===== src/rtl/ag_mem_reader_pkg.sv =====
// Shared types for the LDPC message-memory reader.
// FSM encoding and skid FIFO depth.
package ag_mem_reader_pkg;

  localparam int FIFO_DEPTH = 2;

  typedef enum logic [1:0] {
    IDLE,
    RUN,
    FLUSH
  } state_e;

endpackage


===== src/rtl/ag_skid_fifo.sv =====
// Two-entry shift FIFO; head entry is the registered output.
// Simultaneous push/pop allowed whenever the FIFO is non-empty.
module ag_skid_fifo
  import ag_mem_reader_pkg::*;
#(
  parameter int W = 17
) (
  input  logic         clk,
  input  logic         reset,
  input  logic         push_i,
  input  logic         pop_i,
  input  logic [W-1:0] din_i,
  output logic [W-1:0] dout_o,
  output logic [1:0]   count_o,
  output logic         full_o,
  output logic         empty_o
);

  logic [W-1:0] s0_q, s0_d;
  logic [W-1:0] s1_q, s1_d;
  logic [1:0]   cnt_q, cnt_d;
  logic         pop_ok;
  logic         push_ok;
  logic [1:0]   wr_idx;

  always_comb begin
    pop_ok  = pop_i && (cnt_q != 2'd0);
    push_ok = push_i &&
              ((cnt_q != 2'(FIFO_DEPTH)) || pop_ok);
    wr_idx  = cnt_q - {1'b0, pop_ok};
    s0_d    = s0_q;
    s1_d    = s1_q;
    if (pop_ok) begin
      s0_d = s1_q;
    end
    // A push lands behind whatever survives the pop.
    if (push_ok) begin
      if (wr_idx == 2'd0) begin
        s0_d = din_i;
      end else begin
        s1_d = din_i;
      end
    end
    cnt_d = cnt_q + {1'b0, push_ok}
                  - {1'b0, pop_ok};
  end

  always_ff @(posedge clk) begin
    if (reset) begin
      s0_q  <= '0;
      s1_q  <= '0;
      cnt_q <= '0;
    end else begin
      s0_q  <= s0_d;
      s1_q  <= s1_d;
      cnt_q <= cnt_d;
    end
  end

  assign dout_o  = s0_q;
  assign count_o = cnt_q;
  assign full_o  = (cnt_q == 2'(FIFO_DEPTH));
  assign empty_o = (cnt_q == 2'd0);

endmodule


===== src/rtl/ag_mem_reader.sv =====
// Streams a contiguous window of a 1-cycle-latency RAM
// onto a valid/ready port, throttled by a 2-entry skid FIFO.
module ag_mem_reader
  import ag_mem_reader_pkg::*;
#(
  parameter int ADDR_W = 8,
  parameter int DATA_W = 16
) (
  input  logic              clk,
  input  logic              reset,
  input  logic              start,
  input  logic [ADDR_W-1:0] base_addr,
  input  logic [ADDR_W:0]   length,
  output logic              busy,
  output logic              done,
  output logic              mem_rd_en,
  output logic [ADDR_W-1:0] mem_addr,
  input  logic [DATA_W-1:0] mem_rd_data,
  output logic              out_valid,
  input  logic              out_ready,
  output logic [DATA_W-1:0] out_data,
  output logic              out_last
);

  localparam int LW = ADDR_W + 1;

  state_e            state_q, state_d;
  logic [ADDR_W-1:0] addr_q, addr_d;
  logic [LW-1:0]     len_q, len_d;
  logic [LW-1:0]     issued_q, issued_d;
  logic [LW-1:0]     beat_q, beat_d;
  logic              infl_q, infl_d;
  logic              infl_last_q, infl_last_d;
  logic              done_q, done_d;

  logic              fire;
  logic              issue;
  logic              issue_last;
  logic [2:0]        committed;
  logic              f_full;
  logic              f_empty;
  logic [1:0]        f_count;
  logic [DATA_W:0]   f_dout;

  assign fire = out_valid && out_ready;

  // Words already owed to the FIFO, net of this cycle's pop.
  assign committed = {1'b0, f_count}
                   + {2'b00, infl_q}
                   - {2'b00, fire};

  assign issue = (state_q == RUN) &&
                 (committed < 3'(FIFO_DEPTH)) &&
                 !(f_full && !fire);

  assign issue_last = issue &&
                      (issued_q == len_q - LW'(1));

  always_comb begin
    state_d     = state_q;
    addr_d      = addr_q;
    len_d       = len_q;
    issued_d    = issued_q;
    beat_d      = beat_q;
    infl_d      = issue;
    infl_last_d = issue_last;
    done_d      = 1'b0;
    if (issue) begin
      addr_d   = addr_q + ADDR_W'(1);
      issued_d = issued_q + LW'(1);
    end
    if (fire) begin
      beat_d = beat_q + LW'(1);
    end
    unique case (state_q)
      IDLE: begin
        if (start) begin
          addr_d   = base_addr;
          len_d    = length;
          issued_d = '0;
          beat_d   = '0;
          if (length == '0) begin
            state_d = FLUSH;
            done_d  = 1'b1;
          end else begin
            state_d = RUN;
          end
        end
      end
      RUN: begin
        if (issue_last) begin
          state_d = FLUSH;
        end
      end
      FLUSH: begin
        // Stay here through the done cycle so busy covers it.
        if (done_q) begin
          state_d = IDLE;
        end else if (fire &&
                     beat_q == len_q - LW'(1)) begin
          done_d = 1'b1;
        end
      end
      default: state_d = IDLE;
    endcase
  end

  always_ff @(posedge clk) begin
    if (reset) begin
      state_q     <= IDLE;
      addr_q      <= '0;
      len_q       <= '0;
      issued_q    <= '0;
      beat_q      <= '0;
      infl_q      <= 1'b0;
      infl_last_q <= 1'b0;
      done_q      <= 1'b0;
    end else begin
      state_q     <= state_d;
      addr_q      <= addr_d;
      len_q       <= len_d;
      issued_q    <= issued_d;
      beat_q      <= beat_d;
      infl_q      <= infl_d;
      infl_last_q <= infl_last_d;
      done_q      <= done_d;
    end
  end

  ag_skid_fifo #(
    .W (DATA_W + 1)
  ) u_fifo (
    .clk     (clk),
    .reset   (reset),
    .push_i  (infl_q),
    .pop_i   (fire),
    .din_i   ({infl_last_q, mem_rd_data}),
    .dout_o  (f_dout),
    .count_o (f_count),
    .full_o  (f_full),
    .empty_o (f_empty)
  );

  assign busy      = (state_q != IDLE);
  assign done      = done_q;
  assign mem_rd_en = issue;
  assign mem_addr  = addr_q;
  assign out_valid = !f_empty;
  assign out_data  = f_dout[DATA_W-1:0];
  assign out_last  = f_dout[DATA_W] && !f_empty;

endmodule

===== config.mk =====
export PLATFORM = sky130hd
export DESIGN_NAME = ag_mem_reader
export DESIGN_NICKNAME = d
export VERILOG_FILES = /design/src/rtl/ag_mem_reader_pkg.sv /design/src/rtl/ag_skid_fifo.sv /design/src/rtl/ag_mem_reader.sv
export SDC_FILE = /design/constraint.sdc
export NUM_CORES = 1
export LEC_CHECK = 0
export BUFFER_PORTS_ARGS = -buffer_cell sky130_fd_sc_hd__buf_2
export CORE_UTILIZATION = 35
export CTS_CLUSTER_DIAMETER = 120
export DETAILED_ROUTE_END_ITERATION = 16
export PLACE_DENSITY = 0.59
export SYNTH_ARGS = -nofsm -noshare
export SYNTH_HDL_FRONTEND = slang
export SYNTH_HIERARCHICAL = 1
export SYNTH_SLANG_ARGS = --single-unit

===== constraint.sdc =====
create_clock -name clk -period 10 [get_ports clk]
set_input_delay 1 -clock clk [delete_from_list [all_inputs] [get_ports clk]]
set_output_delay 1 -clock clk [all_outputs]
set_load 0.05 [all_outputs]

; After elaboration in Yosys (flattened, before gate mapping)
; Index checks and enable logic that the tools add are counted.
[totals]
ff_bits = 76
in_bits = 37
wordCells = 75
[op_classes]
addsub = 9
magnitude_cmp = 1
eq_ne = 9
n_mux = 22
bitwise_logic = 1
reduce_logical = 22
[op_table]
columns = cell, n
row1 = $mux W9, 6
row2 = $mux W17, 3
row3 = $mux W8, 3
row4 = $add A9 B1 Y9 const B, 2
row5 = $eq A9 B9 Y1, 2
row6 = $logic_and A1 B1 Y1, 9
row7 = $logic_not A9 Y1, 1
row8 = $sub A9 B1 Y9 const B, 1
row9 = $add A8 B1 Y8 const B, 1
row10 = $mux W2, 4
row11 = $ne A2 B2 Y1 const B, 4
row12 = $logic_not A2 Y1, 3
row13 = $pmux W2 S3, 1
row14 = $eq A2 B2 Y1 const B, 2
row15 = $mux W1, 4
row16 = $reduce_and A2 Y1, 2
row17 = $reduce_bool A2 Y1, 2
row18 = $sub A2 B1 Y2, 2
row19 = $add A2 B1 Y3, 1
row20 = $logic_not A1 Y1, 3
row21 = $lt A3 B2 Y1 const B, 1
row22 = $reduce_and A3 Y1, 1
row23 = $sub A3 B1 Y3, 1
row24 = $add A2 B1 Y2, 1
row25 = other kinds (4), 4

; Depth between registers and ports, before layout
; Gate-level depths: netlist of the first run.
[depth]
word_depth = 10
mapped_depth = 15
depth_no_buf = 12

; Cells and area by module
; The synthesis of the first run kept the hierarchy.
[modules_own_cells]
columns = mod, instances, cells_each, area_per_inst_um2
row1 = ag_mem_reader, 1, 299, 2417.3
row2 = ag_skid_fifo, 1, 192, 1774.2

; Worst setup path after synthesis of the first run
; OpenSTA, ideal clock, no wires.
[synth_path]
path_kind = input-to-output
from = in out_ready
to = out mem_rd_en
arrival_time_ps = 3432
slack_ps = 5568
cell_stages = 10
n_path_buf = 2
cell_sequence = nand2b_1 clkinv_1 ha_1 nor2b_1 fa_1 or3b_1 a211o_1 buf_2 inv_1 buf_2
[synth_between]
elab_chain_cells = 5
word_cells_on_any_way = 8
[synth_lines]
columns = item, line_no
row1 = start: declaration, ag_mem_reader.sv:20  ; input logic out_ready,
row2 = $logic_and A1 B1 Y1 *, ag_mem_reader.sv:45  ; assign fire = out_valid && out_ready;
row3 = via fire, ag_mem_reader.sv:36  ; logic fire;
row4 = $sub A3 B1 Y3 or $logic_not A1 Y1 (tied branches), "ag_mem_reader.sv:50, ag_mem_reader.sv:54"
row5 = $lt A3 B2 Y1 or $logic_and A1 B1 Y1 (tied branches), "ag_mem_reader.sv:53, ag_mem_reader.sv:54"
row6 = $logic_and A1 B1 Y1 or $logic_not A1 Y1 (tied branches), "ag_mem_reader.sv:52, ag_mem_reader.sv:54"
row7 = $logic_and A1 B1 Y1 *, ag_mem_reader.sv:53  ; (committed < 3'(FIFO_DEPTH)) &&
row8 = end: declaration, ag_mem_reader.sv:16  ; output logic mem_rd_en,
; The timed path passes the listed nets; every way through them passes the cells marked *.

; Worst setup path after layout of the first run
; Same ends and word-level chain as after synthesis.

==> impl_results.md, run 1 <==
- Status: complete, but fails checks
- Failing checks: design-rule violations
- Comb pwr share: 16.0%
- GRT Overall Usage: 16.38%
- Rows: 39
- Leakage Power: 1.784 nW
- Non-Filler Instances: slightly below 700
- Yosys reg bits: 76
- Worst Reg-to-Reg Cells: 12
- Critical Path AT: around 4.0 ns
- Sequential element share of the synthesized area: between 30% and 40%
- Final Cell Area: 0.004835 mm^2
- NumNets Final: 577
- Final hold viol count: 0
- Die Height: 111.4 um
- Final Max Slew Viols: 0
- Clock network power share: 43.7%
- Routed WL: 9.550 mm
- Largest net degree at the start of global routing: 78
- Clock root buffer: clkbuf_16
- HP Class: reg -> reg
- Endpoint class of the critical path: primary output
- Synth area leader: dfxtp_1
- Share of power burned in registers: 40.3%
- Post-synth ARST share: 0%
- Post-Syn Instances: 491
- NetSw: between 0.2 and 0.25 mW
- Worst setup SP type: input port
- Synth unique cells: 52
- Int Power: 0.5875 mW
- Simple-Gate Fraction of Synth Area: between 20 and 30%
- FMAX: 0.1987 GHz
- Crit path max fanout: 13
- Sw Share: around 28%
- Synthesized area per cell: 8.537 um^2
- Synth Warn #: 6
- Share of cells above drive strength 1: about a fifth
- Max Cap Violations: 0
- Die width: around 110 um
- DIE AREA: 0.01242 mm^2
- Core area: ~0.012 mm^2
- Initial core utilization: 36.24%
- Final min period: 5.032 ns
- Routed WL per cell: approximately 14 um
- Hold buffers post-CTS: 0
- Ys flop type: dfxtp_1
- Clk sinks: 76
- Mapped cell area: approximately 0.0042 mm^2
- Clock transition at the registers of the reported paths: 0.06 ns
- CTS Buffer Depth: 2
- CTS tree: yes
- Area contributors post-synth: dfxtp_1 36%, nand2_1 6.8%, nand2b_1 5.7%
- Worst reg2reg setup slack: 5.99 ns
- First-pass GRT wire length: 16.30 mm
- Setup Crit Path Kind: in -> out
- Most frequent cells in the layout: 76 x nand2_1, 76 x dfxtp_1, 65 x buf_2
- Top cell type's share of synthesized area: 36.30%
- Final setup TNS: 0 ns
- Crit path launch: out_ready
- Ports: 66
- Placed cell area: ~0.0045 mm^2
- Reg-to-reg endpoint: state_q[0]
- CTS Buf Count: 9
- Pwr Density: 168.7 mW/mm^2
- Crit share post-route: approximately 50%
- Final setup vio count: 0
- Post-DP HPWL: 6.620 mm
- Antenna Nets Post-Route: 0
- Congestion Overflow GR: 0
- Post-synth EDFFs: 0
- Via count: 3498
- Synth Net Count: 535
- Post-layout util: between 40% and 50%
- Post-synthesis mux area share: around 4.8%
- RSZ-0062 raised after global routing: false
- Rel. slew slack: 32.86%
- Number of DRC markers in iteration 0: 214
- Crit path capture: mem_rd_en
- Clock latency on the worst-skew pair: 0.34 ns
- Post-synthesis adder-cell area fraction: 2.269%
- Area growth syn-to-layout: 15.34%
- Largest family of logic cells by synthesized area: simple AND/OR/NAND/NOR gates
- Ant. Diodes: 0
- Routed vias/inst: 5.137
- Post-CTS Setup Inserts: 0
- Cells after DPL: 665
- H-tree depth: 3
- Clk_skew: 0.006786 ns
- Post-route DRC violation count: 1
- Initial antenna violation count: 0
- Post_cts resized: 0
- Vias in the first global route: 3368
- GPL Wtd Cong: 0.8431
- Worst Max-Slew Pin Slew: roughly 1.0 ns
- Data required, critical path: roughly 9.0 ns
- Port buffer count: 65
- Peak supply drop: 85.08 uV
- Worst r2r src: u_fifo/count_o[1]
- Xor/xnor share of the synthesized area: 9.731%
- Drt first pass iters: 10
- Compound-gate portion of the synthesized area: 14.03%
-- flip-flops by register name, summed over array words and instances, names as in the netlist --
register and count:
u_fifo/dout_o 17, u_fifo/s1_q 17, beat_q 9, issued_q 9, len_q 9, mem_addr 8
state_q 2, u_fifo/count_o 2, done 1, infl_last_q 1, infl_q 1
-- synth_stat cells (all sizes together) (3+ instances only) --
library cell / number
nand2b: 39
nand3: 5
a21oi: 16
o21ai: 11
nor4: 7
xnor2: 25
and3: 5
nor2: 33
nand4b: 3
buf: 14
or4: 3
nand2: 76
nor3: 25
a311oi: 19
a211oi: 8
mux2i: 20
nand4: 8
ha: 6
dfxtp: 76
clkbuf: 23
nor2b: 5
xor2: 19
inv: 10
or3: 9
o211ai: 3
-- cell type report --
type	count	area, um^2
Inverter	11	41.29
Tap cell	143	178.9
Sequential cell	76	1521
Clock inverter	5	83.83
Multi-Input combinational cell	367	2419
Clock buffer	11	242.7
Timing Repair Buffer	68	347.8
Fill cell	1131	6730
-- metrics by stage --
step	hold slack (ns)	worst slack [ns]	power (mW)
global placement	0.4587	5.058	0.4635
CTS	0.4768	4.964	0.8260
detailed placement	0.4679	4.979	0.4663
floorplan	0.4489	5.568	0.4362
finish	0.4732	4.968	0.8158
global route	0.4933	4.746	0.8540
-- critical path: stages --
cell,delay (ns)
buf_2,0.09
nand2b_1,0.10
clkinv_1,0.32
ha_1,0.41
nor2b_1,0.14
fa_1,0.43
or3b_1,0.35
a211o_1,0.42
inv_1,0.40
buf_2,0.35
-- kinds of logic after synthesis --
logic type | Yosys count
and+or+nand+nor | 224
DFF | 76
AOI/OAI and AO/OA | 71
buffers and inverters | 48
xor gates and xnor gates | 45
muxes | 20
adders and majority gates | 7
-- per-layer routing --
layer  share of wire [%]  wire length (um)  global-route usage [%]  up-vias
met2                  46              4365                   26.29       66
met4                 1.8               173                   6.757        0
li1                    -                 -                       -     1779
met3                 4.3               408                   3.647       14
met1                  48              4603                   21.26     1639
met5                   0                 0                       0        -
-- power groups by stage --
stage	registers [mW]	logic, mW	clock network (mW)
after global placement	0.335	0.128	0
after detailed placement	0.336	0.131	0
final	0.329	0.130	0.357
after floorplan	0.357	0.0788	0
after global routing	0.331	0.142	0.381
after CTS	0.329	0.131	0.366
-- worst min path at each step --
stage	startpoint	endpoint	slack, ns	cells past startpoint
2_1_floorplan	u_fifo/s1_q[0]	u_fifo/s1_q[0]	0.45	2
3_3_place_gp	u_fifo/s1_q[11]	u_fifo/s1_q[11]	0.46	2
3_5_place_dp	u_fifo/s1_q[0]	u_fifo/s1_q[0]	0.47	2
4_1_cts	u_fifo/s1_q[14]	u_fifo/s1_q[14]	0.48	2
5_1_grt	u_fifo/s1_q[15]	u_fifo/s1_q[15]	0.49	2
6_report	u_fifo/s1_q[14]	u_fifo/s1_q[14]	0.47	2
No activity file was read; power rests on OpenSTA's default activity.
==> run 2, diff against run 1 <==
PLACE_DENSITY = 0.61   (was 0.59)
clock period = 4.4 ns   (was 10 ns; I/O delays follow)
==> run 2 against run 1 <==
Net effect: the flow now finishes without violations; count of clock-buffer cells in the layout is 1 lower; global-route usage is 0.53 points higher; setup slack worse by 4.7 ns; routed wire length is 2.6% higher; non-clock buffer count stayed put; worst hold slack worse by 0.12 ns; die area stayed put; sequential power is 130% higher; combinational power is 130% higher.
==> impl_results.md, run 2 (same netlist as run 1, synthesis figures left out) <==
- RSZ-0062 raised after global routing: false
- Setup Crit Path Kind: reg -> out
- Clock latency on the worst-skew pair: 0.34 ns (about the same)
- Crit share post-route: 93.00%
- Routed WL per cell: 14.41 um (+2.7%)
- Share of power burned in registers: 43.8% (+3.5 points)
- Reg-to-reg endpoint: state_q[0]
- Die width: 111.4 um (unchanged)
- Rel. slew slack: 27.87% (-5.0 points)
- Vias in the first global route: 3443 (+2.2%)
- Drt first pass iters: 4 (-6)
- Area growth syn-to-layout: 13.73%
- WL met2: 4.470 mm (+2.4%)
- GPL Wtd Cong: 0.8107 (-3.8%)
- FMAX: 0.2444 GHz
- Rows: 39 (unchanged)
- Number of DRC markers in iteration 0: 186 (-13%)
- Worst Max-Slew Pin Slew: 1.082 ns (+0.07478 ns)
- Initial core utilization: 36.24% (unchanged)
- Clock network power share: 38.7% (-5.0 points)
- DR top layer: met4
- Core area: 0.01156 mm^2 (unchanged)
- CTS Buffer Depth: 2 (unchanged)
- Worst Reg-to-Reg Cells: 12 (unchanged)
- Ant. Diodes: 0 (unchanged)
- Congestion Overflow GR: 0 (unchanged)
- CTS Buf Count: 9 (unchanged)
- Post_cts resized: 0 (unchanged)
- Routed WL: 9.798 mm (+2.6%)
- Clock root buffer: clkbuf_16
- Status: finished, final reports clean
- Clk_skew: 0.004975 ns (-0.001810 ns)
- Final min period: 4.092 ns
- Max Cap Violations: 0 (unchanged)
- H-tree depth: 3 (unchanged)
- WHS Path Cells: 3 (+1)
- DIE AREA: 0.01242 mm^2 (unchanged)
- Clk sinks: 76 (unchanged)
- Sw Share: 29.91% (+1.9 points)
- Int Power: 1.196 mW (+100%)
- Share of cells above drive strength 1: 18.81% (-0.15 points)
- Worst r2r src: u_fifo/count_o[1]
- Total Power: 1.706 mW (+110%)
- Crit path max fanout: 13 (unchanged)
- GRT Overall Usage: 16.91% (+0.53 points)
- Final hold viol count: 0 (unchanged)
- Most frequent cells in the layout: 76 x nand2_1, 76 x dfxtp_1, 65 x buf_2
- Crit path capture: mem_rd_en
- Peak supply drop: 212.4 uV (+150%)
- Ports: 66 (unchanged)
- Met3 routed WL: 374 um (-8.3%)
- Hold buffers post-CTS: 0 (unchanged)
- Post-route DRC violation count: 0 (-1)
- Final Max Slew Viols: 0 (unchanged)
- Largest net degree at the start of global routing: 65 (-17%)
- Critical Path AT: 3.65 ns (-0.38 ns)
- Final setup TNS: 0 ns (unchanged)
- CTS tree: yes
- Worst reg2reg setup slack: 0.74 ns (-5.25 ns)
- HP Class: in -> reg
- Die Height: 111.4 um (unchanged)
- Crit path launch: u_fifo/count_o[1]
- First-pass GRT wire length: 16.91 mm (+3.8%)
- NetSw: 0.5104 mW (+120%)
- Antenna Nets Post-Route: 0 (unchanged)
- Post-CTS Setup Inserts: 0 (unchanged)
- Via count: 3538 (+1.1%)
- Worst setup SP type: flop
- Initial antenna violation count: 0 (unchanged)
- Leakage Power: 1.756 nW (-1.5%)
- Data required, critical path: 3.96 ns (-5.04 ns)
- Endpoint class of the critical path: primary output
- DRT met1 WL: 4.757 mm (+3.3%)
- Routed vias/inst: 5.203 (+1.3%)
- NumNets Final: 577 (unchanged)
- Clock transition at the registers of the reported paths: 0.06 ns (about the same)
- Post-DP HPWL: 6.898 mm (+4.2%)
- Port buffer count: 65 (unchanged)
- Pwr Density: 357.9 mW/mm^2 (+110%)
- Comb pwr share: 17.5% (+1.5 points)
- Final setup vio count: 0 (unchanged)
## run 2: changes by cell type in the layout (fill, tap and decap cells not counted)
cell	change
clkbuf_8	-1
clkinv_2	+3
inv_6	-1
bufinv_16	-2
## run 2: per-layer routing
metal / up-vias / GRT usage [%]
li1: 1783 / -
met1: 1661 / 23.21
met2: 79 / 25.92
met3: 15 / 2.885
met4: 0 / 7.658
met5: - / 0
## run 2: power by group through the flow
stage | Combinational, mW | Clock (mW) | Sequential [mW]
after floorplan | 0.179 | 0 | 0.812
after global placement | 0.292 | 0 | 0.761
after detailed placement | 0.297 | 0 | 0.763
after CTS | 0.299 | 0.672 | 0.748
after global routing | 0.325 | 0.706 | 0.752
final | 0.298 | 0.661 | 0.748
## run 2: worst min path at each step
stage / start / to / slack, ns
6_report: length[4] / len_q[4] / 0.36
2_1_floorplan: u_fifo/s1_q[0] / u_fifo/s1_q[0] / 0.45
3_5_place_dp: u_fifo/s1_q[15] / u_fifo/s1_q[15] / 0.46
3_3_place_gp: u_fifo/s1_q[16] / u_fifo/s1_q[16] / 0.46
4_1_cts: length[3] / len_q[3] / 0.35
5_1_grt: length[3] / len_q[3] / 0.36
## run 2: layout make-up
type	count	area, um^2
Timing Repair Buffer	68	347.8
Clock buffer	10	229.0
Multi-Input combinational cell	367	2419
Clock inverter	5	30.03
Sequential cell	76	1521
Tap cell	143	178.9
Inverter	11	41.29
Fill cell	1135	6798
## run 2: worst max-delay path, cell delays in order, from the launching register on
cell and delay [ns]:
dfxtp_1 0.42, nor2_1 0.22, nand2b_1 0.18, clkinv_1 0.10
ha_1 0.29, nor2b_1 0.14, fa_1 0.43, or3b_1 0.35
a211o_1 0.43, inv_1 0.41, buf_2 0.35
## run 2: stage by stage
stage                     util (%)  instance area, um^2  std cells  worst slack (ns)  hold WS (ns)
after floorplan                  -                 4192        491            0.7466        0.4489
after global placement       38.98                 4508        665            0.7333        0.4585
after detailed placement     38.98                 4508        665            0.6391        0.4640
after CTS                    41.22                 4767        680            0.2857        0.3472
after global routing         41.22                 4767        680           0.05251        0.3602
final                        41.22                 4767        680            0.3080        0.3577
